$ cat config.mk
export PLATFORM = sky130hd
export DESIGN_NAME = sideband_event_mon
export DESIGN_NICKNAME = d
export VERILOG_FILES = /design/src/rtl/sideband_pkg.sv /design/src/rtl/sideband_evt_fifo.sv /design/src/rtl/sideband_event_mon.sv
export SDC_FILE = /design/constraint.sdc
export NUM_CORES = 1
export LEC_CHECK = 0
export ABC_AREA = 1
export CAP_MARGIN = 10
export CELL_PAD_IN_SITES_DETAIL_PLACEMENT = 0
export CELL_PAD_IN_SITES_GLOBAL_PLACEMENT = 1
export CORE_AREA = 2 2 270 272
export CTS_CLUSTER_DIAMETER = 150
export DETAILED_ROUTE_END_ITERATION = 16
export DIE_AREA = 0 0 272 274
export MAX_ROUTING_LAYER = met4
export PLACE_DENSITY_LB_ADDON = 0.1
export SYNTH_ARGS = -nofsm -noshare
export SYNTH_HDL_FRONTEND = slang
export SYNTH_SLANG_ARGS = --single-unit
$ cat constraint.sdc
create_clock -name clk_i -period 8.83 [get_ports clk_i]
set_input_delay 1.3245 -clock clk_i [delete_from_list [all_inputs] [get_ports clk_i]]
set_output_delay 1.3245 -clock clk_i [all_outputs]
set_load 0.05 [all_outputs]
$ cat src/rtl/sideband_pkg.sv
// Shared types and helpers for the sideband event monitor.
package sideband_pkg;

  // Default geometry used to size the reference event record.
  localparam int SB_CH_N_DEF   = 8;
  localparam int SB_TS_W_DEF   = 32;
  localparam int SB_CHAN_W_DEF = (SB_CH_N_DEF > 1) ? $clog2(SB_CH_N_DEF) : 1;
  localparam int SB_MODE_W     = 2;

  // Per-channel edge mode encoding as seen on mode_i.
  typedef enum logic [SB_MODE_W-1:0] {
    SB_OFF  = 2'b00,
    SB_RISE = 2'b01,
    SB_FALL = 2'b10,
    SB_BOTH = 2'b11
  } sb_edge_mode_e;

  // One queued event: channel, direction (1 = rising) and detection timestamp.
  typedef struct packed {
    logic [SB_CHAN_W_DEF-1:0] chan;
    logic                     is_rise;
    logic [SB_TS_W_DEF-1:0]   ts;
  } sb_evt_t;

  // True when a raw edge is enabled by the channel's mode.
  function automatic logic sb_edge_qual(input sb_edge_mode_e mode,
                                        input logic          rise,
                                        input logic          fall);
    return (rise && (mode == SB_RISE || mode == SB_BOTH)) ||
           (fall && (mode == SB_FALL || mode == SB_BOTH));
  endfunction

endpackage

$ cat src/rtl/sideband_evt_fifo.sv
// First-word fall-through event FIFO with registered storage.
// Push and pop in the same cycle are accepted even when full.
module sideband_evt_fifo
  import sideband_pkg::*;
#(
  parameter int  DEPTH  = 8,
  parameter type item_t = sb_evt_t
) (
  input  logic  clk_i,
  input  logic  rst_ni,
  input  logic  push_i,
  input  item_t push_data_i,
  input  logic  pop_i,
  output item_t pop_data_o,
  output logic  full_o,
  output logic  empty_o
);

  localparam int            AW      = $clog2(DEPTH);
  localparam logic [AW:0]   PTR_ONE = {{AW{1'b0}}, 1'b1};

  item_t       mem [DEPTH];
  logic [AW:0] wr_ptr_q, rd_ptr_q;
  logic        do_push, do_pop;

  assign empty_o = (wr_ptr_q == rd_ptr_q);
  assign full_o  = (wr_ptr_q[AW] != rd_ptr_q[AW]) &&
                   (wr_ptr_q[AW-1:0] == rd_ptr_q[AW-1:0]);
  assign do_pop  = pop_i & ~empty_o;
  assign do_push = push_i & (~full_o | do_pop);

  // Head of queue is presented directly; forced to zero while empty.
  assign pop_data_o = empty_o ? '0 : mem[rd_ptr_q[AW-1:0]];

  // Read/write pointers with wrap bit to tell full from empty.
  always_ff @(posedge clk_i or negedge rst_ni) begin
    if (!rst_ni) begin
      wr_ptr_q <= '0;
      rd_ptr_q <= '0;
    end else begin
      if (do_push) wr_ptr_q <= wr_ptr_q + PTR_ONE;
      if (do_pop)  rd_ptr_q <= rd_ptr_q + PTR_ONE;
    end
  end

  // Payload storage.
  // NOTE: the storage array has no reset; empty/full come from the pointers
  // only and the output mux hides stale contents, so clearing it buys nothing.
  always_ff @(posedge clk_i) begin
    if (do_push) mem[wr_ptr_q[AW-1:0]] <= push_data_i;
  end

endmodule

$ cat src/rtl/sideband_event_mon.sv
// Multi-channel sideband event monitor: synchronises raw lines, detects
// mode-qualified edges, counts/flags them and queues timestamped events.
module sideband_event_mon
  import sideband_pkg::*;
#(
  parameter  int CH_N        = 8,
  parameter  int SYNC_STAGES = 2,
  parameter  int CNT_W       = 16,
  parameter  int TS_W        = 32,
  parameter  int FIFO_DEPTH  = 8,
  localparam int CHAN_W      = (CH_N > 1) ? $clog2(CH_N) : 1
) (
  input  logic                  clk_i,
  input  logic                  rst_ni,
  input  logic [CH_N-1:0]       sb_i,
  input  logic [2*CH_N-1:0]     mode_i,
  input  logic [CH_N-1:0]       cnt_clr_i,
  input  logic [CH_N-1:0]       sticky_clr_i,
  input  logic                  ovf_clr_i,
  output logic [CH_N-1:0]       sb_sync_o,
  output logic [CH_N-1:0]       sticky_o,
  output logic [CH_N*CNT_W-1:0] cnt_o,
  output logic                  ovf_o,
  output logic                  evt_valid_o,
  input  logic                  evt_ready_i,
  output logic [CHAN_W-1:0]     evt_chan_o,
  output logic                  evt_edge_o,
  output logic [TS_W-1:0]       evt_ts_o
);

  localparam int ARM_CYC = SYNC_STAGES + 1;
  localparam int ARM_W   = $clog2(ARM_CYC + 1);

  typedef struct packed {
    logic [CHAN_W-1:0] chan;
    logic              is_rise;
    logic [TS_W-1:0]   ts;
  } evt_t;

  logic [CH_N-1:0]  sync_q [SYNC_STAGES];
  logic [CH_N-1:0]  sync_lvl, prev_q;
  logic [CH_N-1:0]  rises, falls, qual_edge;
  logic [ARM_W-1:0] arm_cnt_q;
  logic             armed;
  logic [TS_W-1:0]  ts_q;

  logic [CH_N-1:0]  pend_vld_q, pend_rise_q;
  logic [TS_W-1:0]  pend_ts_q [CH_N];
  logic [CNT_W-1:0] cnt_q [CH_N];
  logic [CH_N-1:0]  sticky_q;
  logic             ovf_q, ovf_hit;

  logic [CH_N-1:0]  grant_oh, pushed;
  logic             push_req, push_ok;
  evt_t             push_item, head_item;
  logic             fifo_full, fifo_empty, fifo_pop;

  assign sync_lvl = sync_q[SYNC_STAGES-1];
  assign armed    = (arm_cnt_q == ARM_W'(ARM_CYC));

  // Synchroniser chain for the raw asynchronous lines.
  // NOTE: every clocked block uses non-blocking assignments so all flops
  // sample the pre-edge values, which is what makes the shift chain work.
  always_ff @(posedge clk_i or negedge rst_ni) begin
    if (!rst_ni) begin
      for (int s = 0; s < SYNC_STAGES; s++) sync_q[s] <= '0;
    end else begin
      sync_q[0] <= sb_i;
      for (int s = 1; s < SYNC_STAGES; s++) sync_q[s] <= sync_q[s-1];
    end
  end

  // Previous level, arm window counter and free-running timestamp.
  always_ff @(posedge clk_i or negedge rst_ni) begin
    if (!rst_ni) begin
      prev_q    <= '0;
      arm_cnt_q <= '0;
      ts_q      <= '0;
    end else begin
      prev_q <= sync_lvl;
      if (!armed) arm_cnt_q <= arm_cnt_q + ARM_W'(1);
      ts_q <= ts_q + TS_W'(1);
    end
  end

  // Raw edges qualified by the per-channel mode; masked until armed.
  // NOTE: each combinational output gets a default before any branch so no
  // path leaves it unassigned and no latch is inferred.
  always_comb begin
    rises     = sync_lvl & ~prev_q;
    falls     = ~sync_lvl & prev_q;
    qual_edge = '0;
    for (int c = 0; c < CH_N; c++) begin
      qual_edge[c] = armed &
                     sb_edge_qual(sb_edge_mode_e'(mode_i[2*c +: 2]), rises[c], falls[c]);
    end
  end

  // Fixed-priority arbiter: lowest pending channel index wins the FIFO slot.
  always_comb begin
    grant_oh  = '0;
    push_req  = 1'b0;
    push_item = '0;
    for (int c = CH_N - 1; c >= 0; c--) begin
      if (pend_vld_q[c]) begin
        grant_oh          = '0;
        grant_oh[c]       = 1'b1;
        push_req          = 1'b1;
        push_item.chan    = CHAN_W'(c);
        push_item.is_rise = pend_rise_q[c];
        push_item.ts      = pend_ts_q[c];
      end
    end
  end

  // A pop in the same cycle frees a slot for the winner even at full.
  assign fifo_pop = ~fifo_empty & evt_ready_i;
  assign push_ok  = push_req & (~fifo_full | fifo_pop);
  assign pushed   = push_ok ? grant_oh : '0;
  assign ovf_hit  = |(qual_edge & pend_vld_q & ~pushed);

  // Per-channel pending slot: a held event is never overwritten by a newer one.
  always_ff @(posedge clk_i or negedge rst_ni) begin
    if (!rst_ni) begin
      pend_vld_q  <= '0;
      pend_rise_q <= '0;
      for (int c = 0; c < CH_N; c++) pend_ts_q[c] <= '0;
    end else begin
      for (int c = 0; c < CH_N; c++) begin
        if (qual_edge[c] && (!pend_vld_q[c] || pushed[c])) begin
          pend_vld_q[c]  <= 1'b1;
          pend_rise_q[c] <= rises[c];
          pend_ts_q[c]   <= ts_q;
        end else if (pushed[c]) begin
          pend_vld_q[c] <= 1'b0;
        end
      end
    end
  end

  // Saturating counters (clear wins) and sticky flags (set wins).
  always_ff @(posedge clk_i or negedge rst_ni) begin
    if (!rst_ni) begin
      sticky_q <= '0;
      for (int c = 0; c < CH_N; c++) cnt_q[c] <= '0;
    end else begin
      for (int c = 0; c < CH_N; c++) begin
        if (cnt_clr_i[c])                       cnt_q[c] <= '0;
        else if (qual_edge[c] && cnt_q[c] != '1) cnt_q[c] <= cnt_q[c] + CNT_W'(1);
        if (qual_edge[c])         sticky_q[c] <= 1'b1;
        else if (sticky_clr_i[c]) sticky_q[c] <= 1'b0;
      end
    end
  end

  // Overflow flag: a new drop in the same cycle beats the clear.
  always_ff @(posedge clk_i or negedge rst_ni) begin
    if (!rst_ni)        ovf_q <= 1'b0;
    else if (ovf_hit)   ovf_q <= 1'b1;
    else if (ovf_clr_i) ovf_q <= 1'b0;
  end

  sideband_evt_fifo #(
    .DEPTH  (FIFO_DEPTH),
    .item_t (evt_t)
  ) u_fifo (
    .clk_i       (clk_i),
    .rst_ni      (rst_ni),
    .push_i      (push_ok),
    .push_data_i (push_item),
    .pop_i       (fifo_pop),
    .pop_data_o  (head_item),
    .full_o      (fifo_full),
    .empty_o     (fifo_empty)
  );

  // Flatten counters onto the output bus, channel 0 in the LSBs.
  always_comb begin
    cnt_o = '0;
    for (int c = 0; c < CH_N; c++) cnt_o[c*CNT_W +: CNT_W] = cnt_q[c];
  end

  assign sb_sync_o   = sync_lvl;
  assign sticky_o    = sticky_q;
  assign ovf_o       = ovf_q;
  assign evt_valid_o = ~fifo_empty;
  assign evt_chan_o  = head_item.chan;
  assign evt_edge_o  = head_item.is_rise;
  assign evt_ts_o    = head_item.ts;

endmodule

==> impl_metrics.json, run 1 <==
{
  "hold_ws_ns": 0.347,
  "fp.dieH_um": 274,
  "syn_nets": 3490,
  "period_needed_ns": 5.85,
  "cts_tree": "done",
  "synth_area_sq_um": 33400,
  "cp_num_buf_inv": 3,
  "critPathLaunchType": "register",
  "grt_pass1_vias": 25588,
  "max_freq_ghz": 0.171,
  "max_slew_margin": 0.200,
  "via_per_inst": 5.55,
  "synth_top_area_frac": 0.356,
  "outcome": "complete, no violations",
  "design_area_sq_um": 39000,
  "worstPathArrival_ns": 4.53,
  "path_delay_family": "buffers and inverters",
  "dpl_cell_area_sq_um": 36300,
  "hold_path_class": "register to register",
  "fp.dieW_um": 272,
  "drc": 0,
  "grt-ovfl-total": 0,
  "synthTopCellsByArea": "dfrtp_1, edfxtp_1, nand2_1",
  "synth.largest_area_cell": "dfrtp_1",
  "vias": 25657,
  "routed_wl_mm": 91.0,
  "slowest_stage": "clkinv_2",
  "setup_viol": 0,
  "rows": 99,
  "ctsHoldBuffers": 0,
  "cp_cell_sequence": "clkinv_2, buf_4, o21ai_0, o22ai_1, o21ai_0, nor2_1, clkdlybuf4s50_1",
  "avgRoutedWirePerCell_um": 19.7,
  "route.antenna.remaining_nets": 0,
  "p_sw_w": 0.00443,
  "clk_latency_ns": 0.63,
  "synth_edf_count": 288,
  "drv_slew": 0,
  "clkPwrFrac": 0.288,
  "p_int_w": 0.00749,
  "syn_inst": 3434,
  "critical_path.max_fanout": 78,
  "cp_slowest_stage_delay_ns": 0.92,
  "sw_frac_of_total": 0.372,
  "cts_buffers": 81,
  "yosysUniqueCellTypes": 42,
  "synthMostInstantiatedCell": "nand2_1",
  "cts_root_buf": "clkbuf_16",
  "final_nets": 3655,
  "cts_htree_levels": 3,
  "grt_max_degree": 143,
  "first_iter_violations": 2196,
  "grt_first_pass_wirelength_mm": 145,
  "clk_pin_slew_ns": 0.06,
  "cts_repair_resize_count": 0,
  "ys.flop_type": "dfrtp_1",
  "period_share": 0.663,
  "initial_core_util": 0.464,
  "nFillCells": 6424,
  "synth-seq-cells": 763,
  "yosysWarnings": 0,
  "first_pass_iters": 5,
  "worst_pin_slew_ns": 1.20,
  "area_growth_pct": 16.8,
  "dieArea_sq_um": 74500,
  "fin_worst_skew_ns": 0.0309,
  "grt_antenna_before_repair": 2,
  "syn_avg_cell_area_sq_um": 9.72,
  "power_density_nw_per_um2": 305,
  "crit_required_ns": 7.51,
  "maxCapViolCount": 0,
  "rsz0062_at_grt": "no",
  "cts_setup_buffers": 0,
  "portBuffers": 225,
  "clock_path_buffers": 3,
  "post_route_cells_drive_above_1_share": 0.0587,
  "ys_seq_area_frac": 0.615,
  "grtUsageTotal": 0.253,
  "place_ws_ns": 3.66,
  "netlist_top_cells_count": "nand2_1, dfrtp_1, o21ai_0",
  "crit_top_cell": "o21ai_0",
  "fin_ws_ns": 2.98,
  "power_frac_seq": 0.397,
  "leakagePower_nw": 15.3,
  "fin_setup_tns_ns": 0,
  "hpwl_mm": 55.1,
  "hold_violations": 0,
  "core_area_sq_um": 72000,
  "ioPinCount": 226,
  "ir_drop_mv": 0.259,
  "async_reset_ff_frac": 0.623,
  "cts_sinks": 763,
  "endpoint_kind": "output port",
  "crit_type": "register to output port",
  "place_congestion": 0.877,
  "p_comb_frac": 0.315
}
[cell families after synthesis]
kind of cell               Yosys count  synth area share
and+or+nand+nor                   1342             0.166
adders and majority gates           12           0.00450
DFF                                763             0.615
buffers and inverters              392            0.0507
xor gates and xnor gates            80            0.0210
AOI/OAI and AO/OA                  845             0.143
[state kept, by name (all words and copies together) (netlist names)]
| name | count |
|---|---|
| u_fifo.mem | 288 |
| pend_ts_q | 256 |
| cnt_o | 128 |
| ts_q | 32 |
| pend_rise_q | 8 |
| pend_vld_q | 8 |
| prev_q | 8 |
| sb_sync_o | 8 |
| sticky_o | 8 |
| sync_q | 8 |
| u_fifo.rd_ptr_q | 4 |
| u_fifo.wr_ptr_q | 4 |
| arm_cnt_q | 2 |
| ovf_o | 1 |
[placed cells by master (no fill, tap or decap), types with 105 or more instances in the layout]
master,netlist,layout
clkdlybuf4s50_1,0,224
dfrtp_1,475,473
edfxtp_1,288,288
inv_1,192,190
nand2_1,692,683
nand3_1,125,125
nor2_1,366,358
o21ai_0,422,422
o21ai_1,123,123
o22ai_1,105,105
[worst paths after layout]
path / startpoint / endpoint / slack [ns] / cells past startpoint
worst max-delay path: u_fifo.rd_ptr_q[0] / evt_ts_o[2] / 2.98 / 7
worst min-delay path: sync_q[11] / sb_sync_o[3] / 0.35 / 0
worst max register to register: u_fifo.rd_ptr_q[0] / pend_ts_q[189] / 4.61 / 11
worst min register to register: sync_q[11] / sb_sync_o[3] / 0.35 / 0
max in group asynchronous: rst_ni / sync_q[9] / 6.25 / 3
min in group asynchronous: rst_ni / cnt_o[56] / 0.70 / 1
[metrics by stage]
step                total power (W)  instances   util
floorplan                   0.00715       3434      -
global placement            0.00850       4475  0.505
detailed placement          0.00857       4475  0.505
CTS                          0.0120       4624  0.542
global route                 0.0125       4625  0.542
finish                       0.0119       4625  0.542
[final cells by class]
| type | count | area (sq um) | area share |
|---|---|---|---|
| flip-flops and latches | 763 | 20500 | 0.526 |
| multi-input cells | 2279 | 11300 | 0.288 |
| repair buffers | 262 | 2550 | 0.0653 |
| clock buffers | 108 | 2200 | 0.0563 |
| well taps | 959 | 1200 | 0.0308 |
| inverters | 212 | 800 | 0.0205 |
| clock inverters | 41 | 479 | 0.0123 |
| diodes | 1 | 2.50 | 0.0000641 |
[metal layers]
layer,vias up,share of wire,global-route usage
met5,-,0,-
met4,0,0.021,0.0704
met3,148,0.048,0.0292
met2,698,0.49,0.421
met1,12620,0.44,0.329
li1,12191,-,-
[power by group through the flow]
stage	Sequential, W	Clock, W	Combinational [W]
2_1_floorplan	0.00473	0	0.00242
3_3_place_gp	0.00477	0	0.00373
3_5_place_dp	0.00479	0	0.00377
4_1_cts	0.00473	0.00351	0.00378
5_1_grt	0.00478	0.00366	0.00406
6_report	0.00473	0.00343	0.00375
(Power assumes the default switching activity.)
==> run 2: changes to the inputs <==
--- a/config.mk
+++ b/config.mk
@@ -9,10 +9,10 @@
 export CAP_MARGIN = 10
 export CELL_PAD_IN_SITES_DETAIL_PLACEMENT = 0
 export CELL_PAD_IN_SITES_GLOBAL_PLACEMENT = 1
-export CORE_AREA = 2 2 270 272
+export CORE_AREA = 2 2 285 287
 export CTS_CLUSTER_DIAMETER = 150
 export DETAILED_ROUTE_END_ITERATION = 16
-export DIE_AREA = 0 0 272 274
+export DIE_AREA = 0 0 287 289
 export MAX_ROUTING_LAYER = met4
 export PLACE_DENSITY_LB_ADDON = 0.1
 export SYNTH_ARGS = -nofsm -noshare
==> constraint.sdc (replaced) <==
create_clock -name clk_i -period 5.3 [get_ports clk_i]
set_input_delay 0.795 -clock clk_i [delete_from_list [all_inputs] [get_ports clk_i]]
set_output_delay 0.795 -clock clk_i [all_outputs]
set_load 0.05 [all_outputs]
==> impl_metrics.json, run 2 (synthesis gave the netlist of run 1 again) <==
{
  "period_needed_ns": 4.46,
  "drc": 0,
  "place_ws_ns": 1.49,
  "cts_setup_buffers": 0,
  "via_per_inst": 5.43,
  "cp_cell_sequence": "clkinv_2, buf_4, o21ai_0, o22ai_1, o21ai_0, nor2_1, buf_4",
  "cts_tree": "done",
  "grtUsageTotal": 0.230,
  "rsz0062_at_grt": "no",
  "grt_antenna_before_repair": 1,
  "cts_repair_resize_count": 0,
  "fp.dieW_um": 287,
  "nFillCells": 7481,
  "p_comb_frac": 0.304,
  "clk_latency_ns": 0.65,
  "power_density_nw_per_um2": 510,
  "place_congestion": 0.848,
  "cp_slowest_stage_delay_ns": 0.91,
  "largest_register_ffs": 288,
  "fp.dieH_um": 289,
  "hold_ws_ns": 0.119,
  "vias": 25733,
  "ctsHoldBuffers": 0,
  "final_cell_count_no_fill": 4739,
  "slowest_stage": "buf_4",
  "area_growth_pct": 17.7,
  "final_cell_mix": "nand2_1, dfrtp_1, o21ai_0",
  "p_sw_w": 0.00747,
  "drv_slew": 0,
  "portBuffers": 225,
  "dieArea_sq_um": 82900,
  "critical_path.max_fanout": 120,
  "endpoint_kind": "output port",
  "clock_path_buffers": 3,
  "hold_violations": 0,
  "period_share": 0.842,
  "cts_sinks": 763,
  "worstPathArrival_ns": 3.67,
  "fin_setup_tns_ns": 0,
  "first_pass_iters": 8,
  "initial_core_util": 0.418,
  "setup_viol": 0,
  "post_route_cells_drive_above_1_share": 0.0737,
  "fin_ws_ns": 0.837,
  "routed_wl_mm": 92.2,
  "crit_type": "register to output port",
  "hold_path_class": "input pin to async pin",
  "power_frac_seq": 0.394,
  "leakagePower_nw": 15.5,
  "grt-ovfl-total": 0,
  "route.antenna.remaining_nets": 0,
  "maxCapViolCount": 0,
  "first_iter_violations": 2179,
  "cts_root_buf": "clkbuf_16",
  "grt_max_degree": 130,
  "sw_frac_of_total": 0.372,
  "ir_drop_mv": 0.275,
  "cts_buffers": 84,
  "grt_pass1_vias": 25243,
  "avgRoutedWirePerCell_um": 19.5,
  "final_nets": 3661,
  "critPathLaunchType": "register",
  "hpwl_mm": 58.2,
  "worst_pin_slew_ns": 1.21,
  "crit_required_ns": 4.51,
  "ioPinCount": 226,
  "outcome": "complete, no violations",
  "max_slew_margin": 0.193,
  "cts_htree_levels": 3,
  "p_int_w": 0.0126,
  "r2r_slack_ns": 1.82,
  "clk_pin_slew_ns": 0.06,
  "clkPwrFrac": 0.301,
  "rows": 104,
  "final_common_cell": "nand2_1",
  "max_freq_ghz": 0.224,
  "reg2reg_depth": 10,
  "core_area_sq_um": 79900,
  "grt_first_pass_wirelength_mm": 146,
  "dp.cells": 4579,
  "fin_worst_skew_ns": 0.0221
}
[run 2: changes by cell type in the layout (fill, tap and decap cells not counted), sizes merged]
| cell | before | now |
|---|---|---|
| buf | 38 | 77 |
| bufinv | 9 | 10 |
| clkdlybuf4s50 | 224 | 188 |
| clkinv | 33 | 37 |
| clkinvlp | 2 | 6 |
| diode | 1 | 2 |
[run 2: layer usage]
metal  up-vias  global-route usage  wire length, um
li1      12179                   -                -
met1     12763               0.324            43100
met2       678               0.356            42900
met3       113              0.0256             4430
met4         0              0.0573             1740
met5         -                   -                0
[run 2: power by group through the flow]
| stage | Combinational (W) | Clock (W) | Sequential (W) |
|---|---|---|---|
| floorplan | 0.00403 | 0 | 0.00788 |
| global placement | 0.00609 | 0 | 0.00799 |
| detailed placement | 0.00616 | 0 | 0.00801 |
| CTS | 0.00618 | 0.00620 | 0.00790 |
| global route | 0.00664 | 0.00645 | 0.00800 |
| finish | 0.00610 | 0.00604 | 0.00790 |
[run 2: worst paths after layout]
check | startpoint | to
worst max-delay path | u_fifo.rd_ptr_q[0] | evt_ts_o[5]
worst min-delay path | rst_ni | cnt_o[110]
min in group clk_i | sync_q[13] | sb_sync_o[5]
max in group asynchronous | rst_ni | u_fifo.rd_ptr_q[0]
worst min register to register | sync_q[13] | sb_sync_o[5]
worst max register to register | pend_vld_q[4] | u_fifo.mem[3][14]
[run 2: layout make-up]
type | instances | area, sq um | area share
clock buffer | 108 | 2290 | 0.0583
inverter | 212 | 800 | 0.0203
tap | 1060 | 1330 | 0.0337
antenna | 2 | 5.00 | 0.000127
sequential | 763 | 20500 | 0.522
timing repair buffer | 265 | 2520 | 0.0640
multi-input combinational | 2279 | 11200 | 0.286
clock inverter | 50 | 584 | 0.0149
[run 2: critical path, delay by kind of cell, from the launching register on]
family | cells | cell delay [ns]
buffers and inverters | 3 | 1.50
AND/OR/NAND/NOR | 1 | 0.21
AO/OA/AOI/OAI | 3 | 0.47
flip-flops | 1 | 0.70
[run 2: through the flow]
step	total power, W	cell area, sq um	utilization
after floorplan	0.0119	33400	-
after global placement	0.0141	36400	0.456
after detailed placement	0.0142	36400	0.456
after CTS	0.0203	39300	0.492
after global routing	0.0211	39300	0.492
final	0.0200	39300	0.492
==> run 3: changes to the inputs <==
==> constraint.sdc (replaced) <==
create_clock -name clk_i -period 3.9 [get_ports clk_i]
set_input_delay 0.585 -clock clk_i [delete_from_list [all_inputs] [get_ports clk_i]]
set_output_delay 0.585 -clock clk_i [all_outputs]
set_load 0.05 [all_outputs]
==> impl_metrics.json, run 3 (synthesis gave the netlist of run 1 again) <==
{
  "outcome": "complete, no violations",
  "final_cell_mix": "nand2_1, dfrtp_1, o21ai_0",
  "final_common_cell": "nand2_1",
  "grtUsageTotal": 0.232,
  "rsz0062_at_grt": "no",
  "cts_sinks": 763,
  "rows": 104,
  "hold_path_class": "register to register",
  "worst_pin_slew_ns": 1.09,
  "cts_tree": "done",
  "worstHoldStart": "sync_q[15]",
  "place_congestion": 0.840,
  "fin_setup_tns_ns": 0,
  "vias": 25888,
  "dpl_cell_area_sq_um": 36800,
  "area_growth_pct": 18.7,
  "core_area_sq_um": 79900,
  "worstSetupStartpoint": "u_fifo.wr_ptr_q[1]",
  "initial_core_util": 0.418,
  "endpoint_kind": "output port",
  "grt_max_degree": 148,
  "drc": 0,
  "power_w": 0.0275,
  "cts_repair_resize_count": 0,
  "r2r-end": "pend_ts_q[42]",
  "fin_worst_skew_ns": 0.0288,
  "final_nets": 3678,
  "hold_violations": 0,
  "grt-ovfl-total": 0,
  "grt_first_pass_wirelength_mm": 147,
  "crit_required_ns": 3.31,
  "post_route_cells_drive_above_1_share": 0.0732,
  "portBuffers": 225,
  "first_iter_violations": 1871,
  "drv_slew": 0,
  "period_share": 0.915,
  "cts_root_buf": "clkbuf_16",
  "max_slew_margin": 0.272,
  "via_per_inst": 5.45,
  "hpwl_mm": 58.0,
  "dieArea_sq_um": 82900,
  "fp.dieW_um": 287,
  "rr_startpoint": "pend_vld_q[5]",
  "cts_htree_levels": 3,
  "maxCapViolCount": 0,
  "clk_latency_ns": 0.64,
  "max_freq_ghz": 0.280,
  "crit_type": "register to output port",
  "r2r_slack_ns": 0.89,
  "ioPinCount": 226,
  "ctsHoldBuffers": 1,
  "cts_buffers": 83,
  "leakagePower_nw": 15.6,
  "period_needed_ns": 3.57,
  "fp.dieH_um": 289,
  "routed_wl_mm": 94.2,
  "hold_ws_ns": 0.347,
  "grt_pass1_vias": 25408,
  "clk_pin_slew_ns": 0.06,
  "critPathLaunchType": "register",
  "ir_drop_mv": 0.576,
  "largest_register_ffs": 288,
  "reg2reg_depth": 11,
  "power_density_nw_per_um2": 694,
  "critPathCapture": "evt_ts_o[13]",
  "grt_antenna_before_repair": 2,
  "critical_path.max_fanout": 14,
  "route.antenna.remaining_nets": 0,
  "clock_path_buffers": 3,
  "avgRoutedWirePerCell_um": 19.8,
  "design_area_sq_um": 39600,
  "cts_setup_buffers": 0,
  "worstPathArrival_ns": 2.98,
  "setup_viol": 0,
  "first_pass_iters": 6
}
## run 3: cell count changes in the layout (fill, tap and decap cells not counted), moves of 2 or more
| cell | previous run | this run |
|---|---|---|
| inv_6 | 2 | 0 |
| buf_12 | 4 | 24 |
| buf_4 | 72 | 70 |
| clkinv_1 | 10 | 16 |
| clkinv_2 | 25 | 12 |
| clkinvlp_4 | 6 | 1 |
| clkbuf_16 | 85 | 87 |
| clkbuf_1 | 15 | 20 |
## run 3: worst min path at each step
stage,cells after the start,end,slack (ns)
2_1_floorplan,0,arm_cnt_q[0],0.29
3_3_place_gp,0,sb_sync_o[6],0.33
3_5_place_dp,0,sb_sync_o[0],0.33
4_1_cts,0,sb_sync_o[5],0.35
5_1_grt,0,sb_sync_o[7],0.35
6_report,0,sb_sync_o[7],0.35
## run 3: worst max-delay path, stage by stage (launching register included)
cell and delay [ns]:
dfrtp_1 0.43, inv_2 0.08, nand2_1 0.07, nand2_1 0.07
nor2_2 0.11, nand3_1 0.73, buf_12 0.44, o21ai_0 0.11
nor2_1 0.10, buf_4 0.20
## run 3: layout make-up
class	count	area, sq um
Sequential cell	763	20500
Timing Repair Buffer	283	2900
Tap cell	1060	1330
Clock buffer	116	2380
Fill cell	7321	40300
Multi-Input combinational cell	2279	11200
Clock inverter	35	432
Antenna cell	1	2.50
Inverter	212	800
## run 3: routing by layer
layer,track usage,part of all wire,vias to the layer above
li1,-,-,12228
met1,0.309,0.45,12757
met2,0.376,0.48,752
met3,0.0345,0.057,151
met4,0.0574,0.019,0
met5,-,0,-
## run 3: metrics by stage
step / cells / worst slack [ns] / util
floorplan: 3434 / 0.843 / -
global placement: 4596 / 1.01 / 0.461
detailed placement: 4596 / 0.961 / 0.461
CTS: 4748 / 0.275 / 0.496
global route: 4748 / 0.0916 / 0.496
finish: 4749 / 0.331 / 0.496
## run 3: power breakdown
part | leakage [nW] | total, W | switching (W) | internal [W]
combinational | 5.14 | 0.00878 | 0.00652 | 0.00226
sequential | 9.09 | 0.0106 | 0.000438 | 0.0102
clock | 1.37 | 0.00810 | 0.00325 | 0.00485
total | 15.6 | 0.0275 | 0.0102 | 0.0173
